`config.mk`:
```
export PLATFORM = sky130hd
export DESIGN_NAME = linesensor_timer
export DESIGN_NICKNAME = d
export VERILOG_FILES = /design/src/rtl/linesensor_timer.sv
export SDC_FILE = /design/constraint.sdc
export NUM_CORES = 1
export LEC_CHECK = 0
export ABC_CLOCK_PERIOD_IN_PS = 9100
export BUFFER_PORTS_ARGS = -buffer_cell sky130_fd_sc_hd__clkbuf_2
export CAP_MARGIN = 20
export CORE_MARGIN = 2
export CORE_UTILIZATION = 64
export DETAILED_ROUTE_END_ITERATION = 10
export GPL_ROUTABILITY_DRIVEN = 1
export PLACE_DENSITY = 0.89
export SETUP_SLACK_MARGIN = 0.3
export SYNTH_ARGS = -nofsm -noshare
export SYNTH_HDL_FRONTEND = slang
export SYNTH_SLANG_ARGS = --single-unit
```
`constraint.sdc`:
```
create_clock -name clk -period 9.1 [get_ports clk]
set_input_delay 2.73 -clock clk [delete_from_list [all_inputs] [get_ports clk]]
set_output_delay 2.73 -clock clk [all_outputs]
set_load 0.01 [all_outputs]
```
`src/rtl/linesensor_timer.sv`:
```
// Linear image sensor timing generator.
// Produces the sensor clock (sclk), the start/integrate pulse (sst) and a
// one-clk readout trigger (otrig). It sequences single-shot, N-frame or
// free-running acquisitions, using an exposure length sampled at each frame.
// Every frame runs LEAD -> EXPOSE -> TAIL -> READ. All phase changes happen on
// the internal tick, which coincides with the falling edge of sclk.
module linesensor_timer #(
   parameter int unsigned DIV        = 8,    // clk cycles per sclk period (even, >= 4)
   parameter int unsigned CNT_W      = 32,   // exposure / phase counter width
   parameter int unsigned FRM_W      = 16,   // frame request / frame count width
   parameter int unsigned LEAD_TICKS = 5,    // ticks sst is high before exposure
   parameter int unsigned TAIL_TICKS = 88,   // ticks from sst fall to otrig
   parameter int unsigned READ_TICKS = 286   // ticks reserved for readout
) (
   input  logic             clk,
   input  logic             resetn,
   input  logic             start,
   input  logic             stop,
   input  logic             abort,
   input  logic [CNT_W-1:0] exposure,
   input  logic [FRM_W-1:0] frames,
   output logic             sclk,
   output logic             sst,
   output logic             otrig,
   output logic             busy,
   output logic             frame_done,
   output logic [FRM_W-1:0] frame_cnt
);

   // ------------------------------------------------------------------
   // Divider
   // ------------------------------------------------------------------
   localparam int unsigned DCNT_W = $clog2(DIV);

   localparam logic [DCNT_W-1:0] DCNT_LAST = DCNT_W'(DIV - 1);
   localparam logic [DCNT_W-1:0] DCNT_HALF = DCNT_W'(DIV / 2);
   localparam logic [DCNT_W-1:0] DCNT_TICK = DCNT_W'(DIV / 2 - 1);

   localparam logic [CNT_W-1:0] LEAD_LOAD = CNT_W'(LEAD_TICKS);
   localparam logic [CNT_W-1:0] TAIL_LOAD = CNT_W'(TAIL_TICKS);
   localparam logic [CNT_W-1:0] READ_LOAD = CNT_W'(READ_TICKS);
   localparam logic [CNT_W-1:0] CNT_ONE   = CNT_W'(1);

   logic [DCNT_W-1:0] dcnt_q;
   logic [DCNT_W-1:0] dcnt_d;
   logic              sclk_q;
   logic              tick;

   // Next divider count: free-running 0..DIV-1.
   always_comb begin
      // NOTE: give every always_comb output a default first so no path can leave it unassigned and infer a latch.
      dcnt_d = dcnt_q + 1'b1;
      if (dcnt_q == DCNT_LAST) begin
         dcnt_d = '0;
      end
   end

   // The tick is the last cycle of the sclk high half; on that edge sclk falls
   // and the sequencer advances, so sst/otrig move with the sclk falling edge.
   assign tick = (dcnt_q == DCNT_TICK);

   // Divider counter and registered sclk, high while the count is in the first half.
   always_ff @(posedge clk or negedge resetn) begin
      if (!resetn) begin
         dcnt_q <= '0;
         sclk_q <= 1'b0;
      end else begin
         // NOTE: sequential state uses non-blocking assignments so every register samples pre-edge values.
         dcnt_q <= dcnt_d;
         sclk_q <= (dcnt_d < DCNT_HALF);
      end
   end

   // ------------------------------------------------------------------
   // Acquisition sequencer
   // ------------------------------------------------------------------
   typedef enum logic [2:0] {
      ST_IDLE,
      ST_LEAD,
      ST_EXPOSE,
      ST_TAIL,
      ST_READ
   } state_e;

   state_e           state_q;
   logic [CNT_W-1:0] cnt_q;         // ticks remaining in the current phase
   logic [CNT_W-1:0] exp_q;         // exposure latched at LEAD entry
   logic [FRM_W-1:0] frm_req_q;     // frames requested, latched at start
   logic [FRM_W-1:0] frame_cnt_q;
   logic             arm_q;         // start seen, waiting for the first tick
   logic             stop_pend_q;   // finish this frame then go idle
   logic             sst_q;
   logic             otrig_q;
   logic             busy_q;
   logic             frame_done_q;

   logic [FRM_W-1:0] frame_nxt;
   logic             phase_end;
   logic             last_frame;

   // A phase loaded with N lasts max(N,1) ticks: it ends on the tick where
   // the remaining count is 1 or already 0.
   assign phase_end  = tick && (cnt_q <= CNT_ONE);
   assign frame_nxt  = frame_cnt_q + 1'b1;
   assign last_frame = (frm_req_q != '0) && (frame_nxt == frm_req_q);

   // Sequencer state, phase counter and registered outputs.
   always_ff @(posedge clk or negedge resetn) begin
      if (!resetn) begin
         state_q      <= ST_IDLE;
         cnt_q        <= '0;
         exp_q        <= '0;
         frm_req_q    <= '0;
         frame_cnt_q  <= '0;
         arm_q        <= 1'b0;
         stop_pend_q  <= 1'b0;
         sst_q        <= 1'b0;
         otrig_q      <= 1'b0;
         busy_q       <= 1'b0;
         frame_done_q <= 1'b0;
      end else begin
         // Pulse outputs default low and are raised only on their edge.
         otrig_q      <= 1'b0;
         frame_done_q <= 1'b0;

         if (abort) begin
            // Abort beats start and stop; frame_cnt keeps its value.
            state_q     <= ST_IDLE;
            arm_q       <= 1'b0;
            stop_pend_q <= 1'b0;
            sst_q       <= 1'b0;
            busy_q      <= 1'b0;
         end else begin
            if (stop && busy_q) begin
               stop_pend_q <= 1'b1;
            end

            unique case (state_q)
               ST_IDLE: begin
                  if (start && !busy_q) begin
                     frm_req_q   <= frames;
                     frame_cnt_q <= '0;
                     arm_q       <= 1'b1;
                     busy_q      <= 1'b1;
                  end else if (arm_q && tick) begin
                     arm_q   <= 1'b0;
                     state_q <= ST_LEAD;
                     cnt_q   <= LEAD_LOAD;
                     exp_q   <= exposure;
                     sst_q   <= 1'b1;
                  end
               end

               ST_LEAD: begin
                  if (phase_end) begin
                     state_q <= ST_EXPOSE;
                     cnt_q   <= exp_q;
                  end else if (tick) begin
                     cnt_q <= cnt_q - 1'b1;
                  end
               end

               ST_EXPOSE: begin
                  if (phase_end) begin
                     state_q <= ST_TAIL;
                     cnt_q   <= TAIL_LOAD;
                     sst_q   <= 1'b0;
                  end else if (tick) begin
                     cnt_q <= cnt_q - 1'b1;
                  end
               end

               ST_TAIL: begin
                  if (phase_end) begin
                     state_q <= ST_READ;
                     cnt_q   <= READ_LOAD;
                     otrig_q <= 1'b1;
                  end else if (tick) begin
                     cnt_q <= cnt_q - 1'b1;
                  end
               end

               ST_READ: begin
                  if (phase_end) begin
                     frame_done_q <= 1'b1;
                     frame_cnt_q  <= frame_nxt;
                     // A stop arriving on this very clk still counts as pending.
                     if (stop_pend_q || stop || last_frame) begin
                        state_q     <= ST_IDLE;
                        stop_pend_q <= 1'b0;
                        busy_q      <= 1'b0;
                     end else begin
                        // Next frame starts on the same tick, no gap.
                        state_q <= ST_LEAD;
                        cnt_q   <= LEAD_LOAD;
                        exp_q   <= exposure;
                        sst_q   <= 1'b1;
                     end
                  end else if (tick) begin
                     cnt_q <= cnt_q - 1'b1;
                  end
               end

               default: begin
                  state_q <= ST_IDLE;
                  sst_q   <= 1'b0;
                  busy_q  <= 1'b0;
               end
            endcase
         end
      end
   end

   assign sclk       = sclk_q;
   assign sst        = sst_q;
   assign otrig      = otrig_q;
   assign busy       = busy_q;
   assign frame_done = frame_done_q;
   assign frame_cnt  = frame_cnt_q;

endmodule

```
Word level (Yosys, flattened, before mapping)
Cells that the tools add are included.
Word-level totals
  output and inout bits: 21
  latch bits: 0
  memory bits (writable): 0
  memories kept: 0
  logic and storage cells: 120
  ROM bits: 0
  bits of input ports: 53
  register bits after elaboration: 109
Cells by class
  reduce and logical (&&, ||, !) cells: 24
  bitwise logic cells: 1
  muxes and demuxes: 53
  $mul: 0
  equal/unequal tests: 24
  divide/modulo/power cells: 0
  order comparisons: 2
  shift-type cells: 0
  $add $sub $neg: 3
Operators with widths (number)
  32-bit 2-to-1 mux: 12
  32-bit case mux with 5 select lines: 1
  32-bit case mux with 2 select lines: 1
  32-bit by 1-bit less-or-equal comparator with 1-bit output, second input constant: 1
  16-bit 2-to-1 mux: 2
  16-bit case mux with 2 select lines: 1
  32-bit by 1-bit subtractor with 32-bit output, second input constant: 1
  3-bit inequality test, second input constant: 10
  1-bit 2-to-1 mux: 25
  3-bit 2-to-1 mux: 8
  6-bit AND reduction: 3
  16-bit by 1-bit adder with 16-bit output, second input constant: 1
  16-bit == test: 1
  16-bit nonzero test: 1
  3-bit case mux with 5 select lines: 1
  2-bit inequality test, second input constant: 5
  3-bit by 2-bit == test with 1-bit output, second input constant: 3
  4-bit AND reduction: 2
  3-bit == test, second input constant: 2
  1-bit logical AND: 5
  5-bit AND reduction: 1
  5-bit nonzero test: 1
  2-bit by 1-bit inequality test with 1-bit output, second input constant: 2
  1-bit case mux with 4 select lines: 1
  14 further kinds: 16

Logic depth before layout (Yosys ltp)
  word-level depth: 8
  mapped depth: 13

Worst setup path before layout
No wires, ideal clock.
  path type: in2reg
  start: input port start
  end: register cnt_q[11]
  stages on the path: 8
  arrival: 4.390 ns
  slack: 4.628 ns
  setup time: 0.082 ns
  cells stage by stage: nand2b_1 > a311oi_1 > or2_2 > nor2_1 > a21oi_2 > clkbuf_1 > a21oi_1 > o22ai_1
Between the ends
  word-level cells in the longest chain between the ends: 3
Ends and longest elaborated chain
  from (decl): RTL line 17  | input logic start,
  1-bit logical AND: RTL line 140  | if (start && !busy_q) begin
  2-bit inequality test (no line)
  5-bit AND reduction (no line)
  to (signal assigned): RTL line 157  | cnt_q <= exp_q;
  to (signal assigned): RTL line 159  | cnt_q <= cnt_q - 1'b1;
  to (signal assigned): RTL line 169  | cnt_q <= cnt_q - 1'b1;
  to (decl): RTL line 86  | logic [CNT_W-1:0] cnt_q;
Every way passes these cells.
A chain may end at the register's enable or synchronous reset.

Final worst setup path
  start: input port start
  end: register cnt_q[9]
The elaborated chain is that of the path after synthesis.

==> impl_metrics.prom <==
# TYPE chip_impl_metric gauge
chip_impl_metric{name="clk-insertion-delay-late",unit="ps"} 410
chip_impl_metric{name="p_total",unit="mW"} 1.19
chip_impl_metric{name="critPathArrivalTime",unit="ps"} 5370
chip_impl_metric{name="grt_usage",unit="%"} 31.1
chip_impl_info{name="synthTopCellsByCount",value="sky130_fd_sc_hd__dfrtp_1, sky130_fd_sc_hd__nand2_1, sky130_fd_sc_hd__mux2_2"} 1
chip_impl_info{name="worst_hold_startpoint",value="dcnt_q[0]"} 1
chip_impl_metric{name="worstPathRequired",unit="ps"} 9380
chip_impl_metric{name="final.setup.tns",unit="ps"} 0
chip_impl_metric{name="place.port_buffers",unit=""} 73
chip_impl_metric{name="worst_ir_drop_vdd",unit="mV"} 0.161
chip_impl_metric{name="internal_power",unit="µW"} 827
chip_impl_metric{name="start_util",unit="%"} 65.7
chip_impl_metric{name="drive_above_1_share",unit="%"} 22.5
chip_impl_metric{name="maximum_count_of_clock_buffers_along_a_single_path",unit=""} 2
chip_impl_info{name="crit_path_from",value="start"} 1
chip_impl_metric{name="design.die.area",unit="mm²"} 0.0109
chip_impl_metric{name="viasPerCell",unit=""} 6.67
chip_impl_metric{name="grt_pass1_vias",unit=""} 5490
chip_impl_metric{name="p_clk_share",unit="%"} 24.3
chip_impl_metric{name="maxSlewViolCount",unit=""} 0
chip_impl_metric{name="wire_per_inst",unit="µm"} 19.2
chip_impl_metric{name="hpwlAfterDp",unit="mm"} 11.5
chip_impl_metric{name="max_slew_margin",unit="%"} 29.1
chip_impl_metric{name="detailedRoute.firstPassIterationCount",unit=""} 6
chip_impl_info{name="route.top_layer_used",value="met4"} 1
chip_impl_metric{name="routedLengthMet1",unit="mm"} 6.74
chip_impl_metric{name="ctsHtreeMaxLevel",unit=""} 3
chip_impl_metric{name="share_seq_of_total_power",unit="%"} 56.4
chip_impl_metric{name="grt_first_pass_wirelength",unit="mm"} 27.2
chip_impl_metric{name="die-width",unit="µm"} 104
chip_impl_info{name="yosys_most_used_dff",value="sky130_fd_sc_hd__dfrtp_1"} 1
chip_impl_info{name="crit_type",value="input pin to register"} 1
chip_impl_metric{name="num_vias",unit=""} 5782
chip_impl_metric{name="power.static_leakage",unit="nW"} 3.05
chip_impl_metric{name="core_area",unit="mm²"} 0.00977
chip_impl_metric{name="cts_sinks",unit=""} 109
chip_impl_metric{name="hold_viol",unit=""} 0
chip_impl_metric{name="postCtsResizedCells",unit=""} 0
chip_impl_metric{name="netlist.area_leader.share",unit="%"} 42.5
chip_impl_metric{name="die_height",unit="µm"} 104
chip_impl_metric{name="synth-seq-cells",unit=""} 109
chip_impl_metric{name="yosysWarningCount",unit=""} 0
chip_impl_metric{name="route.met3.wl",unit="mm"} 1.50
chip_impl_info{name="unrepaired_setup_endpoints_after_global_routing",value="no"} 1
chip_impl_metric{name="grt-ovfl-total",unit=""} 0
chip_impl_metric{name="maxClockFrequency",unit="MHz"} 197
chip_impl_info{name="yosysTopAreaCell",value="sky130_fd_sc_hd__dfrtp_1"} 1
chip_impl_metric{name="design.final.nets",unit=""} 788
chip_impl_metric{name="clk_pin_slew",unit="ps"} 100
chip_impl_metric{name="comb_power_share",unit="%"} 19.3
chip_impl_metric{name="synth_enable_flop_cells",unit=""} 0
chip_impl_metric{name="setup_violations",unit=""} 0
chip_impl_metric{name="power_per_cell_area",unit="mW/mm²"} 170
chip_impl_metric{name="row_count",unit=""} 36
chip_impl_metric{name="net-switching-power",unit="µW"} 366
chip_impl_metric{name="maxCapViolations",unit=""} 0
chip_impl_metric{name="grt_start_max_net_pins",unit=""} 72
chip_impl_info{name="regToRegStartpoint",value="dcnt_q[0]"} 1
chip_impl_metric{name="syn_inst",unit=""} 685
chip_impl_metric{name="gp_routability_congestion",unit=""} 0.951
chip_impl_metric{name="drt_wl_total",unit="mm"} 16.7
chip_impl_metric{name="syn_area",unit="mm²"} 0.00642
chip_impl_metric{name="crit_fanout",unit=""} 19
chip_impl_metric{name="mappedNetlistNets",unit=""} 744
chip_impl_metric{name="ys_seq_area_share",unit="%"} 42.5
chip_impl_metric{name="multiInputGateArea",unit="mm²"} 0.00343
chip_impl_metric{name="tritoncts.num_buffers",unit=""} 9
chip_impl_info{name="status",value="completed"} 1
chip_impl_metric{name="detailroute.wirelength.met2",unit="mm"} 7.91
chip_impl_metric{name="areaGrowthSynthToFinish",unit="%"} 9.12
chip_impl_metric{name="final_worst_clock_skew",unit="ps"} 17.6
chip_impl_metric{name="netlist-cell-type-count",unit=""} 70
chip_impl_metric{name="number_of_ports_placed_on_the_die_boundary",unit=""} 74
chip_impl_metric{name="fin_crit_sh",unit="%"} 55.9
chip_impl_metric{name="remaining_number_of_nets_flagged_by_the_antenna_check_after_routing",unit=""} 0
chip_impl_metric{name="postSynthAreaPerCell",unit="µm²"} 9.37
chip_impl_info{name="critPathCaptureType",value="register"} 1
chip_impl_metric{name="synth-async-reset-ratio",unit="%"} 100
chip_impl_info{name="timing.critical_path.from_type",value="input pin"} 1
chip_impl_metric{name="antenna_diodes",unit=""} 0
chip_impl_metric{name="num-fill-cells",unit=""} 765
chip_impl_info{name="top_cells_by_area_synth",value="sky130_fd_sc_hd__dfrtp_1, sky130_fd_sc_hd__mux2_2, sky130_fd_sc_hd__nand2_1"} 1
chip_impl_metric{name="p_sw_share",unit="%"} 30.7
chip_impl_info{name="cts-root-buf",value="sky130_fd_sc_hd__clkbuf_8"} 1
chip_impl_metric{name="grt_antenna_before_repair",unit=""} 0
chip_impl_metric{name="postCtsSetupRepairBufs",unit=""} 0
chip_impl_metric{name="worstMarginPinSlew",unit="ps"} 1060
chip_impl_metric{name="drt_drc_violations_left",unit=""} 0
chip_impl_info{name="tritoncts",value="built"} 1
chip_impl_metric{name="layout.area.seq",unit="mm²"} 0.00273
chip_impl_info{name="type_of_the_tightest_min_delay_check",value="register to register"} 1
chip_impl_metric{name="drt_first_iter_violations",unit=""} 506
chip_impl_metric{name="finalCriticalPeriod",unit="ps"} 5090
chip_impl_info{name="synth.most_common_cell",value="sky130_fd_sc_hd__dfrtp_1"} 1
chip_impl_metric{name="hold_buffers",unit=""} 0
cells in the final DEF (no fill, tap or decap), types with 4 or more instances in the layout:
| cell type | netlist | final |
|---|---|---|
| sky130_fd_sc_hd__nand2_1 | 60 | 60 |
| sky130_fd_sc_hd__nor3_1 | 26 | 25 |
| sky130_fd_sc_hd__and3_1 | 5 | 5 |
| sky130_fd_sc_hd__xnor2_1 | 13 | 13 |
| sky130_fd_sc_hd__nor2b_1 | 6 | 6 |
| sky130_fd_sc_hd__o22ai_1 | 12 | 12 |
| sky130_fd_sc_hd__nor4_1 | 24 | 23 |
| sky130_fd_sc_hd__mux2_2 | 55 | 55 |
| sky130_fd_sc_hd__nor2_1 | 50 | 50 |
| sky130_fd_sc_hd__xor2_1 | 13 | 13 |
| sky130_fd_sc_hd__ha_1 | 6 | 6 |
| sky130_fd_sc_hd__inv_1 | 20 | 20 |
| sky130_fd_sc_hd__o31ai_1 | 9 | 9 |
| sky130_fd_sc_hd__o21ai_0 | 33 | 33 |
| sky130_fd_sc_hd__a21oi_1 | 44 | 44 |
| sky130_fd_sc_hd__or3_1 | 12 | 12 |
| sky130_fd_sc_hd__nand3_1 | 24 | 24 |
| sky130_fd_sc_hd__o21a_1 | 4 | 4 |
| sky130_fd_sc_hd__clkbuf_8 | 0 | 11 |
| sky130_fd_sc_hd__a31oi_1 | 11 | 11 |
| sky130_fd_sc_hd__clkbuf_2 | 1 | 72 |
| sky130_fd_sc_hd__dfrtp_1 | 109 | 109 |
| sky130_fd_sc_hd__o211ai_1 | 9 | 9 |
| sky130_fd_sc_hd__o2bb2ai_1 | 5 | 5 |
| sky130_fd_sc_hd__nand4_1 | 13 | 13 |
| sky130_fd_sc_hd__nand2b_1 | 7 | 7 |
| sky130_fd_sc_hd__buf_4 | 1 | 5 |
metal layers:
layer	GRT usage [%]	vias to the layer above
met5	0	-
met4	13.9	0
met3	6.83	50
met2	50.0	347
met1	40.6	2767
li1	-	2618
path summary, 6_finish.rpt:
kind / end / slack [ps] / cells past startpoint
setup reg to reg: cnt_q[9] / 4760 / 8
max in group asynchronous: exp_q[13] / 5540 / 2
hold / removal: dcnt_q[0] / 440 / 1
setup / recovery: cnt_q[9] / 4010 / 8
hold reg to reg: dcnt_q[0] / 440 / 1
min in group asynchronous: frm_req_q[2] / 2290 / 1
cell type report:
class / count / share of cell area, %
Tap cell: 133 / 2.38
Timing Repair Buffer: 78 / 6.07
Multi-Input combinational cell: 511 / 48.9
Clock inverter: 4 / 0.429
Clock buffer: 12 / 2.21
Inverter: 20 / 1.07
Sequential cell: 109 / 38.9
critical path, cell delays in order:
cell and delay [ps]:
sky130_fd_sc_hd__clkbuf_2 90, sky130_fd_sc_hd__nand2b_1 100, sky130_fd_sc_hd__a311oi_1 530, sky130_fd_sc_hd__or2_2 250, sky130_fd_sc_hd__nor2_1 120, sky130_fd_sc_hd__a21oi_2 810, sky130_fd_sc_hd__nand2_4 330, sky130_fd_sc_hd__mux2_1 400
logic make-up (layout without fill, tap and decap cells):
logic type | Yosys count | count (layout) | share of synthesized area (%)
fa+ha+maj | 6 | 6 | 1.17
buf+inv | 65 | 114 | 4.52
flops | 109 | 109 | 42.5
xor+xnor | 26 | 26 | 3.55
simple gates | 251 | 251 | 20.4
mux | 59 | 59 | 10.3
compound gates | 169 | 169 | 17.6
per-stage QoR:
stage	setup WS [ps]	cells	hold WS, ps	utilization (%)	cell area [µm²]
after floorplan	4630	685	403	-	6420
after global placement	3770	850	414	69.5	6790
after detailed placement	3700	850	429	69.5	6790
after CTS	4120	866	444	71.4	6980
after global routing	3830	867	461	71.7	7010
final	4010	867	439	71.7	7010
sequential cells by signal, summed over array words and instances (netlist names):
name and count:
frame_cnt 16, busy 1, dcnt_q 3, sst 1, frm_req_q 16, sclk 1, stop_pend_q 1, state_q 3
arm_q 1, frame_done 1, otrig 1, exp_q 32, cnt_q 32
power groups by stage:
stage / Clock [mW] / Combinational, mW / Sequential [mW]
2_1_floorplan: 0 / 0.175 / 0.645
3_3_place_gp: 0 / 0.215 / 0.673
3_5_place_dp: 0 / 0.229 / 0.679
4_1_cts: 0.293 / 0.230 / 0.671
5_1_grt: 0.309 / 0.253 / 0.686
6_report: 0.290 / 0.230 / 0.673
Power figures use the tool's default switching activity.
